**config.mk**
```make
export PLATFORM = sky130hd
export DESIGN_NAME = fetch_inst_queue
export DESIGN_NICKNAME = d
export VERILOG_FILES = /design/src/rtl/fetch_inst_queue.sv
export SDC_FILE = /design/constraint.sdc
export NUM_CORES = 1
export LEC_CHECK = 0
export BUFFER_PORTS_ARGS = -buffer_cell sky130_fd_sc_hd__buf_2
export CAP_MARGIN = 20
export CORE_ASPECT_RATIO = 1.4
export CORE_MARGIN = 1
export CORE_UTILIZATION = 48
export DETAILED_ROUTE_END_ITERATION = 8
export HOLD_SLACK_MARGIN = 0.15
export PLACE_DENSITY = 0.72
export SYNTH_ARGS = -nofsm -noshare
export SYNTH_HDL_FRONTEND = slang
export SYNTH_SLANG_ARGS = --single-unit
export TNS_END_PERCENT = 20
```
**constraint.sdc**
```tcl
create_clock -name clk -period 4.4 [get_ports clk]
set_clock_uncertainty 0.15 [all_clocks]
set_input_delay 0.44 -clock clk [delete_from_list [all_inputs] [get_ports clk]]
set_output_delay 0.44 -clock clk [all_outputs]
set_load 0.01 [all_outputs]
```
**src/rtl/fetch_inst_queue.sv**
```systemverilog
// Fetch-to-decode instruction queue: circular buffer of {inst, pc, seq_num}
// with valid/ready handshakes on both sides and a single-cycle squash flush.
module fetch_inst_queue #(
   parameter int p_seq_num_bits = 5,
   parameter int p_depth        = 4
) (
   input  logic                       clk,
   input  logic                       rst,
   input  logic                       in_val,
   output logic                       in_rdy,
   input  logic [31:0]                in_inst,
   input  logic [31:0]                in_pc,
   input  logic [p_seq_num_bits-1:0]  in_seq_num,
   output logic                       out_val,
   input  logic                       out_rdy,
   output logic [31:0]                out_inst,
   output logic [31:0]                out_pc,
   output logic [p_seq_num_bits-1:0]  out_seq_num,
   input  logic                       squash_val,
   output logic [$clog2(p_depth):0]   count
);

   localparam int ptr_w = $clog2(p_depth);
   localparam int cnt_w = ptr_w + 1;

   typedef struct packed {
      logic [31:0]               inst;
      logic [31:0]               pc;
      logic [p_seq_num_bits-1:0] seq_num;
   } entry_t;

   entry_t             mem_q [p_depth];
   logic [ptr_w-1:0]   head_q, head_d;
   logic [ptr_w-1:0]   tail_q, tail_d;
   logic [cnt_w-1:0]   count_q, count_d;
   logic               in_xfer;
   logic               out_xfer;

   // Full-queue backpressure ignores out_rdy so in_rdy never depends on decode.
   always_comb begin
      in_rdy   = (count_q < cnt_w'(p_depth)) & ~squash_val;
      out_val  = (count_q != '0) & ~squash_val;
      in_xfer  = in_val & in_rdy;
      out_xfer = out_val & out_rdy;

      head_d  = head_q;
      tail_d  = tail_q;
      count_d = count_q;

      if (squash_val) begin
         head_d  = '0;
         tail_d  = '0;
         count_d = '0;
      end else begin
         if (in_xfer)  tail_d = tail_q + ptr_w'(1);
         if (out_xfer) head_d = head_q + ptr_w'(1);
         if (in_xfer && !out_xfer)      count_d = count_q + cnt_w'(1);
         else if (out_xfer && !in_xfer) count_d = count_q - cnt_w'(1);
      end
   end

   always_ff @(posedge clk) begin
      if (rst) begin
         head_q  <= '0;
         tail_q  <= '0;
         count_q <= '0;
      end else begin
         head_q  <= head_d;
         tail_q  <= tail_d;
         count_q <= count_d;
      end
   end

   // Storage is deliberately left out of reset; only pointers define validity.
   always_ff @(posedge clk) begin
      if (in_xfer && !rst) begin
         mem_q[tail_q] <= '{inst: in_inst, pc: in_pc, seq_num: in_seq_num};
      end
   end

   assign out_inst    = mem_q[head_q].inst;
   assign out_pc      = mem_q[head_q].pc;
   assign out_seq_num = mem_q[head_q].seq_num;
   assign count       = count_q;

endmodule

```
==> results of run 1 <==
layout by cell type, fill, tap and decap left out, drive strengths merged:
| cell | instances |
|---|---|
| or3 | 1 |
| edfxtp | 276 |
| mux2i | 2 |
| clkbuf | 29 |
| and2 | 4 |
| nor3b | 1 |
| buf | 150 |
| inv | 3 |
| or2 | 2 |
| ha | 5 |
| mux4 | 69 |
| o31ai | 1 |
| dlygate4sd3 | 70 |
| o311ai | 1 |
| dfxtp | 9 |
| nor2 | 9 |
| xor2 | 4 |
| xnor2 | 1 |
| nor3 | 1 |
| nor2b | 2 |
| a21oi | 1 |
| fa | 1 |
| bufinv | 2 |
| clkinv | 15 |
| o21ai | 1 |
worst max-delay path by stage:
stage / from / to / slack, ps
after detailed placement: flop / out_pc[6] / 1720
after global routing: flop / out_inst[17] / 1080
after CTS: flop / out_pc[6] / 1170
after floorplan: squash_val / mem_q[0][0] / 1290
final: flop / out_seq_num[1] / 1270
after global placement: flop / out_seq_num[1] / 1740
sequential cells by signal, indices dropped and copies added (netlist names), named ones only:
register	count
head_q	2
mem_q	276
count	3
tail_q	2
worst min-delay path, delay by kind of cell:
| kind | cells | cell delay [ps] |
|---|---|---|
| buffers and inverters | 1 | 110 |
| AOI/OAI and AO/OA | 1 | 90 |
| xor gates and xnor gates | 1 | 90 |
| and+or+nand+nor | 1 | 80 |
metal layers:
metal | vias up | part of all wire (%) | wire (microns)
li1 | 2208 | - | -
met1 | 2574 | 39 | 7270
met2 | 164 | 53 | 9820
met3 | 37 | 4.7 | 866
met4 | 0 | 2.7 | 499
met5 | - | 0 | 0
logic make-up after synthesis:
logic type	Yosys count	synth area share (%)
DFF	285	81.2
muxes	71	15.1
buffers and inverters	20	1.32
and+or+nand+nor	20	0.983
adders and majority gates	6	0.791
xor gates and xnor gates	5	0.420
AOI/OAI and AO/OA	4	0.252
through the flow:
step	area [sq um]	hold WS (ps)
floorplan	10400	335
global placement	11400	359
detailed placement	11400	371
CTS	12900	166
global route	12900	196
finish	12900	184
repair_timing:
| item | 4_1_cts | 5_1_grt |
|---|---|---|
| endpoints found under the hold margin | 278 | 0 |
| setup endpoints to repair | 0 | 0 |
| hold buffers | 70 | 0 |
power groups by stage:
stage               logic, mW  registers, mW  clock network [mW]
finish                  0.249           3.02                2.12
global route            0.270           3.02                2.26
CTS                     0.251           3.02                2.17
detailed placement      0.200           3.08                   0
global placement        0.191           3.08                   0
floorplan               0.103           3.08                   0
area by class of cell:
cell class,count,area share (%)
multi-input combinational,106,14.2
timing repair buffer,220,11.3
clock buffer,29,5.29
tap,260,2.52
inverter,3,0.0872
sequential,285,65.6
clock inverter,17,0.978
==> impl_metrics.tcl, run 1 <==
set metrics [dict create \
    synth_top_area_share_pct 79.4 \
    p_seq_share_pct 56.0 \
    synthFlopType "edfxtp_1" \
    multiInputGateArea_sq_mm 0.00184 \
    cp_slowest_cell "dfxtp_4" \
    crit_arrival_ps 2540 \
    clock_tree.buffer_depth 3 \
    cts_buffers 26 \
    drive_above_1_share_pct 40.0 \
    postCtsSetupRepairBufs 0 \
    slowest_delay_ps 820 \
    rsz0062_at_grt "false" \
    peakVddDrop_mv 0.243 \
    clock.fmax_mhz 320 \
    p_int_mw 4.37 \
    combPwrFrac_pct 4.6 \
    synth_common_cells "edfxtp_1 (276), mux4_2 (69), dfxtp_1 (9), nor2_1 (9), clkbuf_1 (6)" \
    viasPerCell 5.42 \
    setup_slack_ps 1270 \
    fin_util_pct 60.7 \
    worst_pin_slew_ps 1050 \
    max_slew_margin_pct 30.1 \
    crit_type "reg2out" \
    place_inst 804 \
    die_w_microns 127 \
    tritoncts "done" \
    core_area_sq_mm 0.0213 \
    r2r_start "count[2]" \
    routed_wl_microns 18500 \
    drt_pass1_iterations 5 \
    fillers 1486 \
    ctsRootBufferMaster "clkbuf_16" \
    grt_max_degree 70 \
    worst_ep_required_time_ps 3810 \
    synthCells 411 \
    r2r_end "mem_q[1][44]" \
    setup_tns_ps 0 \
    n_antenna_cell 0 \
    reg2reg_depth 3 \
    power.share.clock_pct 39.4 \
    busiest_layer "met2" \
    met1_usage_pct 21.3 \
    portBuffers 147 \
    crit_family "flip-flops" \
    r2r_slack_ps 1930 \
    netSwitchingPower_mw 1.03 \
    holdPathStages 4 \
    synth-seq-area-share_pct 81.2 \
    yosysUniqueCellTypes 25 \
    synth_nets 491 \
    power.leakage_nw 4.34 \
    yosysTopAreaCell "edfxtp_1" \
    syn_area_per_cell_sq_um 25.4 \
    cp-end-kind "primary output" \
    antenna_found_initial 0 \
    insertion_delay_ps 510 \
    min_period_ps 3130 \
    setup_violations 0 \
    syn_area_sq_mm 0.0104 \
    fin_nets 722 \
    p_sw_share_pct 19.1 \
    p_per_area_mw_per_mm2 418 \
    seq_area_sq_mm 0.00848 \
    fp.dieArea_sq_mm 0.0223 \
    cts_sinks 285 \
    avgRoutedWirePerCell_microns 20.1 \
    synth_area_leaders "edfxtp_1 (79%), mux4_2 (15%), dfxtp_1 (1.7%)" \
    rows 63 \
    yosysWarnings 0 \
    hpwl_microns 10500 \
    gp_congestion 0.708 \
    grt_pass1_wl_microns 28900 \
    die_h_microns 176 \
    final_cells 920 \
    worst-path-stages 3 \
    cts.repair.resized 0 \
    ant_nets 0 \
    grt_pass1_vias 5478 \
    htreeDepth 1 \
    finalCritPeriodShare_pct 71.1 \
    crit_buf_inv 2 \
    dp_slack_ps 1720 \
    grt_overflow 0 \
    synth.most_common_cell "edfxtp_1" \
    hold_violations 0 \
    drc_errors 0 \
    max-cap-violations 0 \
    holdCritPathClass "in2reg" \
    use_met3_pct 2.58 \
    startpoint_type "flop" \
    start_util_pct 49.0 \
    syn_to_final_growth_pct 23.8 \
    status "finished, final reports clean" \
    grt.total_usage_pct 17.0 \
    crit_path_max_fanout 34 \
    hold_start "out_rdy" \
    ys_ff_latch 285 \
    drt_iter0_drc 281 \
    power_mw 5.39 \
    clk_pin_slew_ps 60 \
    async_reset_ff_share_pct 0 \
    slew_viol_final 0 \
    ioPinCount 148 \
    cp_cell_sequence "buf_4 > mux4_2 > buf_2" \
    grt_util_met2_pct 29.9 \
    num_vias 4983 \
    synth_edf_count 276 \
]
Power figures use the tool's default switching activity.
==> run 2: changes to the inputs <==
==> constraint.sdc (replaced) <==
create_clock -name clk -period 3 [get_ports clk]
set_clock_uncertainty 0.15 [all_clocks]
set_input_delay 0.3 -clock clk [delete_from_list [all_inputs] [get_ports clk]]
set_output_delay 0.3 -clock clk [all_outputs]
set_load 0.01 [all_outputs]
==> impl_metrics.tcl, run 2 (synthesis results as in run 1) <==
set metrics [dict create \
    slew_viol_final 0 \
    fillers 1456 \
    p_seq_share_pct 53.9 \
    final_cell_mix "edfxtp_1 (276), buf_2 (147), dlygate4sd3_1 (73)" \
    tritoncts "done" \
    regMostFlops "mem_q" \
    combPwrFrac_pct 4.7 \
    crit_buf_inv 2 \
    max_slew_margin_pct 62.4 \
    ctsRootBufferMaster "clkbuf_16" \
    status "finished, final reports clean" \
    htreeDepth 1 \
    insertion_delay_ps 520 \
    clock_tree.buffer_depth 3 \
    cp-end-kind "primary output" \
    core_area_sq_mm 0.0213 \
    syn_to_final_growth_pct 25.9 \
    gp_congestion 0.820 \
    drive_above_1_share_pct 40.2 \
    drt_iter0_drc 307 \
    finalCritPeriodShare_pct 86.2 \
    setup_violations 0 \
    worst_ep_required_time_ps 2550 \
    grt_max_degree 70 \
    grt_overflow 0 \
    grt.total_usage_pct 17.3 \
    netSwitchingPower_mw 1.54 \
    routed_wl_microns 18800 \
    p_int_mw 6.68 \
    crit_path_max_fanout 68 \
    start_util_pct 49.0 \
    postPlaceCellArea_sq_mm 0.0115 \
    final_area_sq_mm 0.0131 \
    fin_nets 729 \
    clk_pin_slew_ps 60 \
    viasPerCell 5.33 \
    fp.dieArea_sq_mm 0.0223 \
    p_sw_share_pct 18.7 \
    die_w_microns 127 \
    clock.fmax_mhz 387 \
    hold_violations 0 \
    drt_pass1_iterations 4 \
    cp_slowest_cell "mux4_2" \
    startpoint_type "flop" \
    cts_sinks 285 \
    setup_slack_ps 414 \
    crit_type "reg2out" \
    worst_pin_slew_ps 564 \
    min_period_ps 2590 \
    ant_nets 0 \
    slowest_delay_ps 610 \
    rows 63 \
    dp_slack_ps 517 \
    die_h_microns 176 \
    portBuffers 147 \
    max-cap-violations 0 \
    antenna_found_initial 2 \
    avgRoutedWirePerCell_microns 20.3 \
    cts_buffers 27 \
    grt_pass1_vias 5261 \
    fin_util_pct 61.7 \
    num_vias 4955 \
    peakVddDrop_mv 0.495 \
    ioPinCount 148 \
    final_common_cell "edfxtp_1" \
    setup_tns_ps 0 \
    drc_errors 0 \
    power.share.clock_pct 41.5 \
    crit_arrival_ps 2140 \
    rsz0062_at_grt "false" \
    grt_pass1_wl_microns 28900 \
    holdCritPathClass "in2reg" \
    cts.repair.resized 0 \
    hpwl_microns 10600 \
    p_per_area_mw_per_mm2 625 \
    cp_cell_sequence "buf_12 > mux4_2 > buf_2" \
    largest_reg_flops 276 \
    crit_family "buffers and inverters" \
    power.leakage_nw 4.42 \
]
## run 2: cell types whose count changed in the layout (fill, tap and decap cells not counted), sizes merged
cell	change
buf	+3
bufinv	+3
clkbuf	+2
clkinv	-5
diode	+2
dlygate4sd3	+3
inv	+1
## run 2: worst paths after layout
path | startpoint | endpoint | slack, ps | cells after the start
max reg2reg | count[0] | count[2] | 490 | 8
max | flop | out_pc[30] | 410 | 3
min reg2reg | head_q[1] | head_q[1] | 380 | 2
min | in_val | tail_q[1] | 160 | 4
## run 2: power groups by stage
stage | Sequential (mW) | Combinational (mW) | Clock (mW)
6_report | 4.42 | 0.383 | 3.41
5_1_grt | 4.43 | 0.415 | 3.63
4_1_cts | 4.42 | 0.389 | 3.48
3_5_place_dp | 4.51 | 0.310 | 0
3_3_place_gp | 4.51 | 0.294 | 0
2_1_floorplan | 4.51 | 0.152 | 0
## run 2: worst register-to-register path: cells and delay by family (launching register included)
family          cells  cell delay, ps
compound gates      2             590
fa+ha+maj           2             560
simple gates        2             510
flops               1             380
xor+xnor            1             170
buf+inv             1              60
## run 2: final cells by class
type / instances / area (sq um) / share of cell area, %
multi-input combinational: 106 / 1840 / 14.0
tap: 260 / 325 / 2.48
clock buffer: 31 / 691 / 5.26
sequential: 285 / 8480 / 64.5
inverter: 3 / 11.3 / 0.0857
antenna: 2 / 5.00 / 0.0381
timing repair buffer: 226 / 1590 / 12.1
clock inverter: 16 / 203 / 1.54
## run 2: routing by layer
layer / up-vias / track usage (%) / part of all wire [%]
met1: 2568 / 20.6 / 38
met2: 136 / 32.2 / 55
met3: 30 / 2.88 / 4.7
met5: - / 0 / 0
li1: 2221 / - / -
met4: 0 / 4.77 / 1.7
## run 2: repair_timing
item,in CTS,in global routing
endpoints found under the hold margin,287,0
hold buffers,73,0
endpoints found under the setup margin,0,0
buffers inserted,0,0
## run 2: through the flow
| stage | power (mW) | hold WS (ps) | instances |
|---|---|---|---|
| detailed placement | 4.82 | 366 | 807 |
| finish | 8.22 | 164 | 929 |
| CTS | 8.29 | 154 | 927 |
| floorplan | 4.66 | 249 | 411 |
| global route | 8.47 | 179 | 929 |
| global placement | 4.80 | 351 | 807 |
==> run 3: changes to the inputs <==
--- a/config.mk
+++ b/config.mk
@@ -5,6 +5,7 @@
 export SDC_FILE = /design/constraint.sdc
 export NUM_CORES = 1
 export LEC_CHECK = 0
+export ABC_AREA = 1
 export BUFFER_PORTS_ARGS = -buffer_cell sky130_fd_sc_hd__buf_2
 export CAP_MARGIN = 20
 export CORE_ASPECT_RATIO = 1.4
==> impl_metrics.tcl, run 3 <==
set metrics [dict create \
    ctsRootBufferMaster "clkbuf_16" \
    final_cell_mix "edfxtp_1 (276), buf_2 (147), nor2_1 (146)" \
    tritoncts "done" \
    syn_area_per_cell_sq_um 14.6 \
    max_slew_margin_pct 62.8 \
    ys_ff_latch 285 \
    grt_max_degree 139 \
    ioPinCount 148 \
    postPlaceCellArea_sq_mm 0.0118 \
    syn_to_final_growth_pct 24.5 \
    viasPerCell 5.28 \
    drt_iter0_drc 436 \
    cts_buffers 26 \
    cp-end-kind "primary output" \
    synthFlopType "edfxtp_1" \
    slew_viol_final 0 \
    fillers 1649 \
    setup_violations 0 \
    max-cap-violations 0 \
    portBuffers 147 \
    synth_common_cells "edfxtp_1 (276), nor2_1 (150), o21ai_0 (90), o22ai_1 (69), o21ai_1 (52)" \
    holdCritPathClass "reg2reg" \
    p_seq_share_pct 56.3 \
    crit_arrival_ps 2090 \
    drive_above_1_share_pct 21.0 \
    worst_pin_slew_ps 559 \
    yosysWarnings 0 \
    ant_nets 0 \
    synth_top_area_share_pct 77.3 \
    combPwrFrac_pct 4.7 \
    yosysUniqueCellTypes 22 \
    insertion_delay_ps 520 \
    p_int_mw 6.31 \
    yosysTopAreaCell "edfxtp_1" \
    netSwitchingPower_mw 1.55 \
    synth_area_leaders "edfxtp_1 (77%), nor2_1 (5.3%), o21ai_0 (4.2%)" \
    synth_nets 815 \
    async_reset_ff_share_pct 0 \
    hpwl_microns 12200 \
    drt_pass1_iterations 5 \
    antenna_found_initial 2 \
    synth_edf_count 276 \
    grt.total_usage_pct 19.1 \
    grt_pass1_wl_microns 33100 \
    power.leakage_nw 4.71 \
    largest_reg_flops 276 \
    power.share.clock_pct 39.0 \
    start_util_pct 49.0 \
    regMostFlops "mem_q" \
    fp.dieArea_sq_mm 0.0229 \
    rsz0062_at_grt "false" \
    busiest_layer "met2" \
    p_per_area_mw_per_mm2 589 \
    synth.most_common_cell "edfxtp_1" \
    die_w_microns 128 \
    p_sw_share_pct 19.7 \
    finalCritPeriodShare_pct 84.8 \
    met1_usage_pct 23.1 \
    clock_tree.buffer_depth 3 \
    status "finished, final reports clean" \
    worst_ep_required_time_ps 2550 \
    rows 64 \
    startpoint_type "flop" \
    num_vias 6731 \
    htreeDepth 1 \
    core_area_sq_mm 0.0219 \
    min_period_ps 2540 \
    fin_util_pct 61.0 \
    syn_area_sq_mm 0.0107 \
    avgRoutedWirePerCell_microns 17.3 \
    gp_congestion 0.742 \
    fin_nets 1037 \
    crit_type "reg2out" \
    hold_violations 0 \
    grt_pass1_vias 6504 \
    final_common_cell "edfxtp_1" \
    drc_errors 0 \
    clk_pin_slew_ps 70 \
    grt_overflow 0 \
    clock.fmax_mhz 393 \
    whs_ps 328 \
    postCtsSetupRepairBufs 0 \
    crit_path_max_fanout 46 \
    routed_wl_microns 22100 \
    synth-seq-area-share_pct 79.0 \
    cts_sinks 285 \
    synthCells 735 \
    use_met3_pct 2.98 \
    grt_util_met2_pct 33.8 \
    peakVddDrop_mv 0.483 \
    die_h_microns 179 \
    final_area_sq_mm 0.0133 \
]
run 3: final cells by class:
type	instances	area [sq um]	area share, %
timing repair buffer	238	1720	12.9
antenna	2	5.00	0.0375
tap	297	372	2.78
inverter	18	70.1	0.525
multi-input combinational	388	1910	14.3
clock inverter	12	88.8	0.666
sequential	285	8470	63.5
clock buffer	34	702	5.26
run 3: cells by family (layout without fill, tap and decap cells):
logic type,after synthesis,count (layout),share of synthesized area [%]
flops,285,285,79.0
compound gates,217,217,10.9
simple gates,165,165,5.86
buf+inv,62,302,3.44
fa+ha+maj,6,6,0.770
other cells,0,2,0
run 3: per-stage QoR:
step	power (mW)	TNS (ps)	cells	setup slack, ps
global route	8.10	0	1273	278
floorplan	4.64	-104120	735	-377
detailed placement	4.80	0	1150	734
CTS	7.92	0	1272	398
finish	7.86	0	1274	456
global placement	4.79	0	1150	740
run 3: per-layer routing:
metal | wire length (microns) | part of all wire, % | vias up
li1 | - | - | 3202
met1 | 8720 | 39 | 3269
met2 | 11500 | 52 | 214
met3 | 1150 | 5.2 | 46
met4 | 709 | 3.2 | 0
met5 | 0 | 0 | -
run 3: critical path, stage by stage (launching register included):
cell	delay, ps
dfxtp_4	360
inv_4	360
buf_12	280
o21ai_0	100
o22ai_1	230
buf_2	180
run 3: worst paths after layout:
check | cells past startpoint | slack (ps) | from | endpoint
hold / removal | 2 | 330 | head_q[0] | head_q[0]
setup reg to reg | 5 | 780 | count[2] | mem_q[1][31]
hold reg to reg | 2 | 330 | head_q[0] | head_q[0]
setup / recovery | 5 | 460 | flop | out_inst[28]
run 3: what timing repair did:
item | CTS | global route
hold endpoints to repair | 285 | 0
hold buffers | 76 | 0
resized for setup | 0 | 0
run 3: power groups by stage:
stage	clock network (mW)	logic, mW	registers [mW]
4_1_cts	3.13	0.369	4.42
5_1_grt	3.28	0.401	4.42
3_5_place_dp	0	0.291	4.51
6_report	3.07	0.369	4.42
3_3_place_gp	0	0.284	4.50
2_1_floorplan	0	0.127	4.51
